**src/rtl/mips_ctrl_pkg.sv**
```systemverilog
// Shared encodings for the multicycle MIPS controller: instruction fields,
// ALU operations, FSM states and the decoded operation class.
package mips_ctrl_pkg;

  localparam logic [5:0] OPC_RTYPE = 6'h00;
  localparam logic [5:0] OPC_J     = 6'h02;
  localparam logic [5:0] OPC_JAL   = 6'h03;
  localparam logic [5:0] OPC_BEQ   = 6'h04;
  localparam logic [5:0] OPC_BNE   = 6'h05;
  localparam logic [5:0] OPC_ADDI  = 6'h08;
  localparam logic [5:0] OPC_XORI  = 6'h0E;
  localparam logic [5:0] OPC_COP1  = 6'h11;
  localparam logic [5:0] OPC_LW    = 6'h23;
  localparam logic [5:0] OPC_SW    = 6'h2B;

  localparam logic [5:0] FN_JR  = 6'h08;
  localparam logic [5:0] FN_ADD = 6'h20;
  localparam logic [5:0] FN_SUB = 6'h22;
  localparam logic [5:0] FN_SLT = 6'h2A;

  localparam logic [4:0] FMT_S = 5'h10;

  localparam logic [2:0] ALU_ADD = 3'd0;
  localparam logic [2:0] ALU_SUB = 3'd1;
  localparam logic [2:0] ALU_XOR = 3'd2;
  localparam logic [2:0] ALU_SLT = 3'd3;

  typedef enum logic [2:0] {
    S_FETCH    = 3'd0,
    S_DECODE   = 3'd1,
    S_EXEC     = 3'd2,
    S_MEM      = 3'd3,
    S_WB       = 3'd4,
    S_FPU_WAIT = 3'd5,
    S_TRAP     = 3'd7
  } state_t;

  typedef enum logic [3:0] {
    OC_NOP, OC_ADD, OC_SUB, OC_SLT, OC_JR, OC_ADDI, OC_XORI, OC_LW,
    OC_SW, OC_BEQ, OC_BNE, OC_J, OC_JAL, OC_FPU, OC_ILLEGAL
  } op_class_t;

  function automatic logic is_rtype_alu(input op_class_t c);
    return (c == OC_ADD) || (c == OC_SUB) || (c == OC_SLT);
  endfunction

endpackage

```
**src/rtl/mips_op_classify.sv**
```systemverilog
// Combinational instruction-field decoder producing the operation class.
module mips_op_classify
  import mips_ctrl_pkg::*;
(
  input  logic [5:0] opcode,
  input  logic [5:0] functcode,
  input  logic [4:0] fmt,
  output op_class_t  op_class
);

  always_comb begin
    op_class = OC_ILLEGAL;
    case (opcode)
      OPC_RTYPE: begin
        case (functcode)
          FN_ADD:  op_class = OC_ADD;
          FN_SUB:  op_class = OC_SUB;
          FN_SLT:  op_class = OC_SLT;
          FN_JR:   op_class = OC_JR;
          default: op_class = OC_ILLEGAL;
        endcase
      end
      OPC_J:    op_class = OC_J;
      OPC_JAL:  op_class = OC_JAL;
      OPC_BEQ:  op_class = OC_BEQ;
      OPC_BNE:  op_class = OC_BNE;
      OPC_ADDI: op_class = OC_ADDI;
      OPC_XORI: op_class = OC_XORI;
      OPC_LW:   op_class = OC_LW;
      OPC_SW:   op_class = OC_SW;
      // Only single-precision ADD/SUB/MUL/DIV are supported by the FPU.
      OPC_COP1: op_class = (fmt == FMT_S && functcode[5:2] == 4'd0) ? OC_FPU : OC_ILLEGAL;
      default:  op_class = OC_ILLEGAL;
    endcase
  end

endmodule

```
**src/rtl/mips_multicycle_control.sv**
```systemverilog
// Multicycle MIPS control FSM with memory/FPU handshakes and bounded waits
// that fall into a sticky TRAP state.
module mips_multicycle_control
  import mips_ctrl_pkg::*;
#(
  parameter int FPU_TIMEOUT = 16,
  parameter int MEM_TIMEOUT = 8,
  parameter int ALUOP_W     = 3
) (
  input  logic               clk,
  input  logic               reset_n,
  input  logic [5:0]         opcode,
  input  logic [5:0]         functcode,
  input  logic [4:0]         fmt,
  input  logic               zero,
  input  logic               mem_ready,
  input  logic               fpu_done,
  input  logic               fpu_exc,
  output logic               ir_we,
  output logic               pc_we,
  output logic               regWrite,
  output logic               fregWrite,
  output logic               dm_re,
  output logic               dm_we,
  output logic               muxA_en,
  output logic               muxWD3_en,
  output logic               fpu_start,
  output logic               trap,
  output logic [1:0]         muxB_en,
  output logic [1:0]         regWriteAddSelect,
  output logic [1:0]         muxPC,
  output logic [1:0]         fpu_op,
  output logic [ALUOP_W-1:0] ALUop,
  output logic [2:0]         state
);

  localparam int MAX_TIMEOUT = (FPU_TIMEOUT > MEM_TIMEOUT) ? FPU_TIMEOUT : MEM_TIMEOUT;
  localparam int CNT_W       = $clog2(MAX_TIMEOUT + 1);

  state_t           state_reg, state_next;
  op_class_t        op_class_reg, op_class_dec;
  logic [CNT_W-1:0] wait_cnt_reg;

  mips_op_classify u_classify (
    .opcode    (opcode),
    .functcode (functcode),
    .fmt       (fmt),
    .op_class  (op_class_dec)
  );

  always_ff @(posedge clk or negedge reset_n) begin
    if (!reset_n) begin
      state_reg    <= S_FETCH;
      op_class_reg <= OC_NOP;
      wait_cnt_reg <= '0;
    end else begin
      state_reg <= state_next;
      if (state_reg == S_DECODE)
        op_class_reg <= op_class_dec;
      // Counter restarts on every entry into a wait state and runs only while it stays there.
      if ((state_reg == S_MEM || state_reg == S_FPU_WAIT) && state_next == state_reg)
        wait_cnt_reg <= wait_cnt_reg + 1'b1;
      else
        wait_cnt_reg <= '0;
    end
  end

  assign state = state_reg;

  always_comb begin
    state_next        = state_reg;
    ir_we             = 1'b0;
    pc_we             = 1'b0;
    regWrite          = 1'b0;
    fregWrite         = 1'b0;
    dm_re             = 1'b0;
    dm_we             = 1'b0;
    muxA_en           = 1'b0;
    muxWD3_en         = 1'b0;
    fpu_start         = 1'b0;
    trap              = 1'b0;
    muxB_en           = 2'd0;
    regWriteAddSelect = 2'd0;
    muxPC             = 2'd0;
    fpu_op            = 2'd0;
    ALUop             = '0;
    // Outputs are gated by reset_n so they drop the moment reset asserts.
    if (reset_n) begin
      case (state_reg)
        S_FETCH: begin
          ir_we      = 1'b1;
          pc_we      = 1'b1;
          state_next = S_DECODE;
        end
        S_DECODE: begin
          case (op_class_dec)
            OC_ADD, OC_SUB, OC_SLT, OC_JR, OC_ADDI, OC_XORI,
            OC_LW, OC_SW, OC_BEQ, OC_BNE: state_next = S_EXEC;
            OC_J: begin
              pc_we      = 1'b1;
              muxPC      = 2'd1;
              state_next = S_FETCH;
            end
            OC_JAL: begin
              regWrite          = 1'b1;
              muxA_en           = 1'b1;
              muxB_en           = 2'd2;
              muxWD3_en         = 1'b1;
              regWriteAddSelect = 2'd1;
              pc_we             = 1'b1;
              muxPC             = 2'd1;
              state_next        = S_FETCH;
            end
            OC_FPU: begin
              fpu_start  = 1'b1;
              fpu_op     = functcode[1:0];
              state_next = S_FPU_WAIT;
            end
            default: state_next = S_TRAP;
          endcase
        end
        S_EXEC: begin
          case (op_class_reg)
            OC_SUB, OC_BEQ, OC_BNE: ALUop = ALUOP_W'(ALU_SUB);
            OC_XORI:                ALUop = ALUOP_W'(ALU_XOR);
            OC_SLT:                 ALUop = ALUOP_W'(ALU_SLT);
            default:                ALUop = ALUOP_W'(ALU_ADD);
          endcase
          if (is_rtype_alu(op_class_reg) || op_class_reg == OC_JR ||
              op_class_reg == OC_BEQ || op_class_reg == OC_BNE)
            muxB_en = 2'd1;
          case (op_class_reg)
            OC_BEQ: begin
              muxPC      = 2'd3;
              pc_we      = zero;
              state_next = S_FETCH;
            end
            OC_BNE: begin
              muxPC      = 2'd3;
              pc_we      = ~zero;
              state_next = S_FETCH;
            end
            OC_JR: begin
              pc_we      = 1'b1;
              muxPC      = 2'd2;
              state_next = S_FETCH;
            end
            OC_LW, OC_SW: state_next = S_MEM;
            default:      state_next = S_WB;
          endcase
        end
        S_MEM: begin
          dm_re = (op_class_reg == OC_LW);
          dm_we = (op_class_reg != OC_LW);
          if (mem_ready)
            state_next = (op_class_reg == OC_LW) ? S_WB : S_FETCH;
          else if (wait_cnt_reg == CNT_W'(MEM_TIMEOUT - 1))
            state_next = S_TRAP;
        end
        S_WB: begin
          regWrite          = 1'b1;
          muxWD3_en         = (op_class_reg != OC_LW);
          regWriteAddSelect = is_rtype_alu(op_class_reg) ? 2'd2 : 2'd0;
          state_next        = S_FETCH;
        end
        S_FPU_WAIT: begin
          if (fpu_done) begin
            fregWrite  = ~fpu_exc;
            state_next = fpu_exc ? S_TRAP : S_FETCH;
          end else if (wait_cnt_reg == CNT_W'(FPU_TIMEOUT - 1)) begin
            state_next = S_TRAP;
          end
        end
        default: begin
          trap       = 1'b1;
          state_next = S_TRAP;
        end
      endcase
    end
  end

endmodule
```
**config.mk**
```make
export PLATFORM = sky130hd
export DESIGN_NAME = mips_multicycle_control
export DESIGN_NICKNAME = d
export VERILOG_FILES = /design/src/rtl/mips_ctrl_pkg.sv /design/src/rtl/mips_op_classify.sv /design/src/rtl/mips_multicycle_control.sv
export SDC_FILE = /design/constraint.sdc
export NUM_CORES = 1
export LEC_CHECK = 0
export ABC_CLOCK_PERIOD_IN_PS = 2800
export BUFFER_PORTS_ARGS = -buffer_cell sky130_fd_sc_hd__buf_2
export CAP_MARGIN = 20
export CORE_MARGIN = 4
export CORE_UTILIZATION = 52
export CTS_CLUSTER_DIAMETER = 120
export DETAILED_ROUTE_END_ITERATION = 16
export GPL_TIMING_DRIVEN = 0
export PLACE_DENSITY = 0.9
export RECOVER_POWER = 25
export SYNTH_ARGS = -nofsm -noshare
export SYNTH_HDL_FRONTEND = slang
export SYNTH_SLANG_ARGS = --single-unit
```
**constraint.sdc**
```tcl
create_clock -name clk -period 2.8 [get_ports clk]
set_clock_uncertainty 0.15 [all_clocks]
set_input_delay 0.42 -clock clk [delete_from_list [all_inputs] [get_ports clk]]
set_output_delay 0.42 -clock clk [all_outputs]
set_load 0.02 [all_outputs]
```
**After elaboration in Yosys (flattened, before gate mapping)**

Index checks and enable logic that the tools add are counted.

- Add/sub/neg operators: 1
- Reduce and logical (&&, ||, !) cells: 18
- Mux-type cells: 57
- Equal/unequal tests: 45
- Bitwise operators: 2

Operators with widths:

| operator | number |
|---|---|
| 4-bit one-hot mux with 10 select lines | 1 |
| 4-bit equality test, second input constant | 9 |
| 6-bit equality test, second input constant | 5 |
| 4-bit by 3-bit equality test with 1-bit output, second input constant | 7 |
| 1-bit 2-to-1 mux | 24 |
| 2-bit 2-to-1 mux | 11 |
| 3-bit 2-to-1 mux | 7 |
| 6-bit by 4-bit equality test with 1-bit output, second input constant | 3 |
| 3-bit one-hot mux with 6 select lines | 1 |
| 4-bit by 2-bit equality test with 1-bit output, second input constant | 4 |
| 2-bit one-hot mux with 2 select lines | 4 |
| 4-bit one-hot mux with 4 select lines | 1 |
| 6-bit by 2-bit equality test with 1-bit output, second input constant | 2 |
| 6-bit by 3-bit equality test with 1-bit output, second input constant | 2 |
| 10-bit OR reduction | 1 |
| 3-bit one-hot mux with 3 select lines | 1 |
| 4-bit by 1-bit equality test with 1-bit output, second input constant | 2 |
| 3-bit by 2-bit equality test with 1-bit output, second input constant | 2 |
| 3-bit equality test, second input constant | 2 |
| 6-bit by 5-bit equality test with 1-bit output, second input constant | 1 |
| 6-bit logical NOT | 1 |
| 1-bit logical OR | 6 |
| 1-bit one-hot mux with 3 select lines | 2 |
| 2-bit one-hot mux with 3 select lines | 1 |
| 17 further kinds | 23 |

- Output and inout port bits: 24
- Register bits after elaboration: 12
- Logic and storage cells: 126

**Depth between registers and ports, before layout**

- Depth after elaboration: 12
- Depth in mapped cells: 8
- Mapped depth without buffers: 8

**Cells and area by module**

A second synthesis with hierarchy kept.

- Cell total of the unflattened synthesis: 202
- Area, all modules: 1681.6 um^2

By module, submodules not included:

| module | times used | area an instance (um^2) | seq. area each (um^2) | cells each |
|---|---|---|---|---|
| mips_multicycle_control | 1 | 1244.9 | 300.3 | 141 |
| mips_op_classify | 1 | 436.7 | 0.0 | 61 |

**Worst setup path before layout**

OpenSTA, ideal clock, no wires.

- Path type: input-to-output
- Start: in opcode[4]
- End: out muxWD3_en
- Buffers on the path: 1
- Arrival time: 2.029 ns
- Stages on the path: 6
- Data required time: 2.230 ns
- Slack: 0.201 ns
- Cells stage by stage: buf_2 -> nor2_2 -> nand2_1 -> nor4_1 -> o21a_1 -> a21boi_0

- Cells in the longest elaborated chain, start to end: 6
- Elaborated cells between the ends (all ways): 15

RTL lines:

| element | line | source |
|---|---|---|
| from (decl) | mips_multicycle_control.sv:12 | `input logic [5:0] opcode,` |
| 6-bit by 5-bit equality test with 1-bit output, or another cell as far along | mips_op_classify.sv:13 | `case (opcode)` |
| 4-bit one-hot mux with 10 select lines * | mips_op_classify.sv:13 |  |
| 4-bit equality test * | mips_multicycle_control.sv:96 | `case (op_class_dec)` |
| 1-bit 2-to-1 mux * | mips_multicycle_control.sv:96 |  |
| 1-bit one-hot mux with 2 select lines * | mips_multicycle_control.sv:89 | `case (state_reg)` |
| 1-bit 2-to-1 mux * | mips_multicycle_control.sv:88 | `if (reset_n) begin` |
| to (decl) | mips_multicycle_control.sv:26 | `output logic muxWD3_en,` |

Every way passes the cells marked *; elsewhere a longest branch is shown, timed or not.

**Final worst setup path**

- Start: reg state_reg[1], in the netlist state[1]
- End: out ALUop[1]

- Cells in the longest elaborated chain, start to end: 3

RTL lines:

| element | line | source |
|---|---|---|
| from (decl) | mips_multicycle_control.sv:40 | `state_t state_reg, state_next;` |
| from (signal assigned) | mips_multicycle_control.sv:57 | `state_reg <= state_next;` |
| 3-bit by 2-bit equality test with 1-bit output | mips_multicycle_control.sv:89 |  |
| 2-bit 2-to-1 mux | mips_multicycle_control.sv:89 |  |
| 2-bit 2-to-1 mux | mips_multicycle_control.sv:88 |  |
| to (decl) | mips_multicycle_control.sv:33 | `output logic [ALUOP_W-1:0] ALUop,` |

Every way passes these cells.

==> flow_summary_export.csv <==
group,metric,value,unit
floorplan,core.rowCount,19,
timing,rsz0062_at_grt,"no",
run,max_cap_viols,0,
clock_network,clock_insertion_delay_worst_skew,0.29,ns
critical_path,worst-path-max-fanout,10,
critical_path,crit_type,"flip-flop to output port",
pwr,combinational_power_share,67.0,%
routing,avgRoutedWirePerCell,14.0,um
clock_network,ctsLongestPathBuffers,2,
placement,place.port_buffers,43,
critical_path,timing.reg2reg.worst_path_depth,8,
yosys,synth_edf_count,0,
hold_path,hold_path.startpoint,"wait_cnt_reg[0]",
yosys,postSynth.topFlopCell,"sky130_fd_sc_hd__dfrtp_1",
pwr,power_density,687,nW/um^2
timing,final-max-slew-violation-count,0,
clock_network,clock-root-buffer,"sky130_fd_sc_hd__clkbuf_4",
yosys,syn_avg_cell_area,7.15,um^2
run_status,status,"completed",
floorplan,die_width,61.7,um
pwr,pwr-share-seq,21.4,%
timing,whs,0.350,ns
grt,grt_start_max_net_pins,13,
hold_path,worstHoldPathType,"flip-flop to flip-flop",
finish,antenna-diode-count,0,
routing,detail_route.drc_violations,0,
floorplan,top_level_ports,47,
yosys,synth-seq-cells,12,
timing,finalHoldViolCount,0,
finish,layout.cells.most_common_list,"sky130_fd_sc_hd__buf_2, sky130_fd_sc_hd__nor2_1, sky130_fd_sc_hd__nand2_1",
yosys,mappedNetlistNets,235,
routing,number_of_routed_nets_with_antenna_violations,0,
finish,design.final.nets,284,
grt,grt_usage,22.2,%
clock_network,numClockSinks,12,
timing,setup_tns,0,ns
yosys,sequential_cell_area_fraction_in_the_yosys_report,20.0,%
clock_network,clk_pin_slew_worst_paths,0.09,ns
yosys,yosysUniqueCellTypes,54,
pwr,power.switching_fraction,51.0,%
timing,number_of_failing_setup_endpoints_in_the_final_timing_report,0,
pwr,netSwitchingPower,0.636,mW
floorplan,fp.dieArea,3810,um^2
grt,vias_in_the_first_global_route,1415,
yosys,postSynthCellCount,210,
timing,period_needed,2.64,ns
pwr,worst_ir_drop_vdd,0.000554,V
finish,most_frequent_standard_cell_in_the_layout_excluding_fill_and_tap_cells,"sky130_fd_sc_hd__buf_2",
floorplan,placeableCoreArea,2760,um^2
critical_path,startpoint,"state[1]",
routing,first_pass_iteration_count_of_the_detailed_router,4,
critical_path,worst_setup_path_end_kind,"output port",
clock_network,tritoncts.num_buffers,3,
clock_network,cts_tree,"yes",
critical_path,setup.worst_path.start_class,"flip-flop",
critical_path,timing.rr.start,"wait_cnt_reg[0]",
yosys,synth_async_sr_flop_share,100,%
critical_path,critical_path_required,2.23,ns
pwr,power.static_leakage,0.789,nW
floorplan,initial_core_util,54.4,%
placement,detailed_place_hpwl,3.16,mm
pwr,pwr-share-clk,11.6,%
grt,grt_first_pass_wirelength,6.44,mm
timing,timing_worst_slew_pin_value,0.586,ns
finish,syn_to_final_growth,20.8,%
routing,routed-via-count,1705,
routing,viasPerCell,5.90,
clock_network,cts.htree.levels,1,
yosys,yosys_synthesis_warning_count,0,
grt,antenna_violations_before_repair,0,
finish,largest_register_ffs,5,
pwr,int_pwr,0.610,mW
placement,finalWeightedCongestion,0.945,
critical_path,worst_ep_arrival,2.07,ns
timing,slew-limit-headroom,60.8,%
grt,grt_overflow_total,0,
yosys,syn-cell-area,1500,um^2
routing,finalWirelength,4.05,mm
timing,post-route-period-util,94.1,%
hold_path,hold-path-cell-count,1,
clock_network,post_cts_buffers,0,
timing,achievable-frequency,379,MHz
finish,final_layout_size_suffix_gt1_share,29.1,%
routing,drt-initial-drc-count,195,
floorplan,die_height,61.7,um
## worst max-delay path, cell delays in order, from the launching register on
cell                       delay (ns)
sky130_fd_sc_hd__dfrtp_1         0.37
sky130_fd_sc_hd__clkbuf_1        0.39
sky130_fd_sc_hd__clkbuf_2        0.32
sky130_fd_sc_hd__nand3_1         0.20
sky130_fd_sc_hd__nor4_1          0.29
sky130_fd_sc_hd__buf_2           0.21
## stage by stage
| stage | worst slack [ns] | area, um^2 | power, mW | std cells | utilization (%) |
|---|---|---|---|---|---|
| 6_report | 0.164 | 1810 | 1.25 | 289 | 65.8 |
| 5_1_grt | 0.00930 | 1810 | 1.35 | 289 | 65.8 |
| 4_1_cts | 0.0117 | 1800 | 1.23 | 289 | 65.3 |
| 3_5_place_dp | 0.140 | 1760 | 1.08 | 284 | 63.7 |
| 3_3_place_gp | 0.151 | 1760 | 1.06 | 284 | 63.7 |
| 2_1_floorplan | 0.201 | 1500 | 0.891 | 210 | - |
## cell type report
class	instances	area, um^2
inverters	11	41.3
fillers	260	943
clock buffers	4	36.3
multi-input cells	169	1090
well taps	31	38.8
repair buffers	44	224
plain buffers	18	86.3
flip-flops and latches	12	300
## what timing repair did
action / CTS / global route
hold buffers: 1 / 0
endpoints found under the hold margin: 12 / 0
resized for setup: 0 / 4
endpoints found under the setup margin: 0 / 6
## Yosys cell counts (all sizes together), types with 4 or more instances
library cell,count,area [um^2]
nor2,26,103
nand2,20,80.1
nor3,13,65.1
dfrtp,12,300
a21oi,11,55.1
inv,11,41.3
buf,10,55.1
clkbuf,8,30.0
nand3,8,45.0
o21ai,8,43.8
a31oi,7,43.8
nand2b,7,43.8
nor4,7,65.1
xnor2,5,43.8
a211oi,4,35.0
a21boi,4,33.8
## layer usage
layer	track usage [%]	up-vias	share of wire (%)
li1	-	853	-
met1	32.2	777	44
met2	33.9	69	47
met3	2.89	6	7.4
met4	7.58	0	1.6
met5	0	-	0
## path summary, 6_finish.rpt
kind,endpoint,slack (ns)
hold reg to reg,wait_cnt_reg[0],0.35
hold / removal,wait_cnt_reg[0],0.35
setup / recovery,ALUop[1],0.16
setup reg to reg,wait_cnt_reg[0],0.66
min in group asynchronous,state[1],0.65
max in group asynchronous,op_class_reg[0],1.45
## cell families (layout without fill, tap and decap cells)
family          after synthesis  after routing  synth area share (%)
simple gates                104            104                  39.2
compound gates               50             50                  23.0
buf+inv                      29             77                  8.42
flops                        12             12                  20.0
xor+xnor                      8              8                  4.67
mux                           4              4                  2.75
fa+ha+maj                     2              2                  1.67
other cells                   1              1                 0.250
## power groups by stage
stage | Clock, mW | Combinational [mW] | Sequential [mW]
finish | 0.145 | 0.835 | 0.266
global route | 0.153 | 0.917 | 0.275
CTS | 0.145 | 0.816 | 0.267
detailed placement | 0 | 0.811 | 0.270
global placement | 0 | 0.796 | 0.268
floorplan | 0 | 0.603 | 0.288
(Power assumes the default switching activity.)
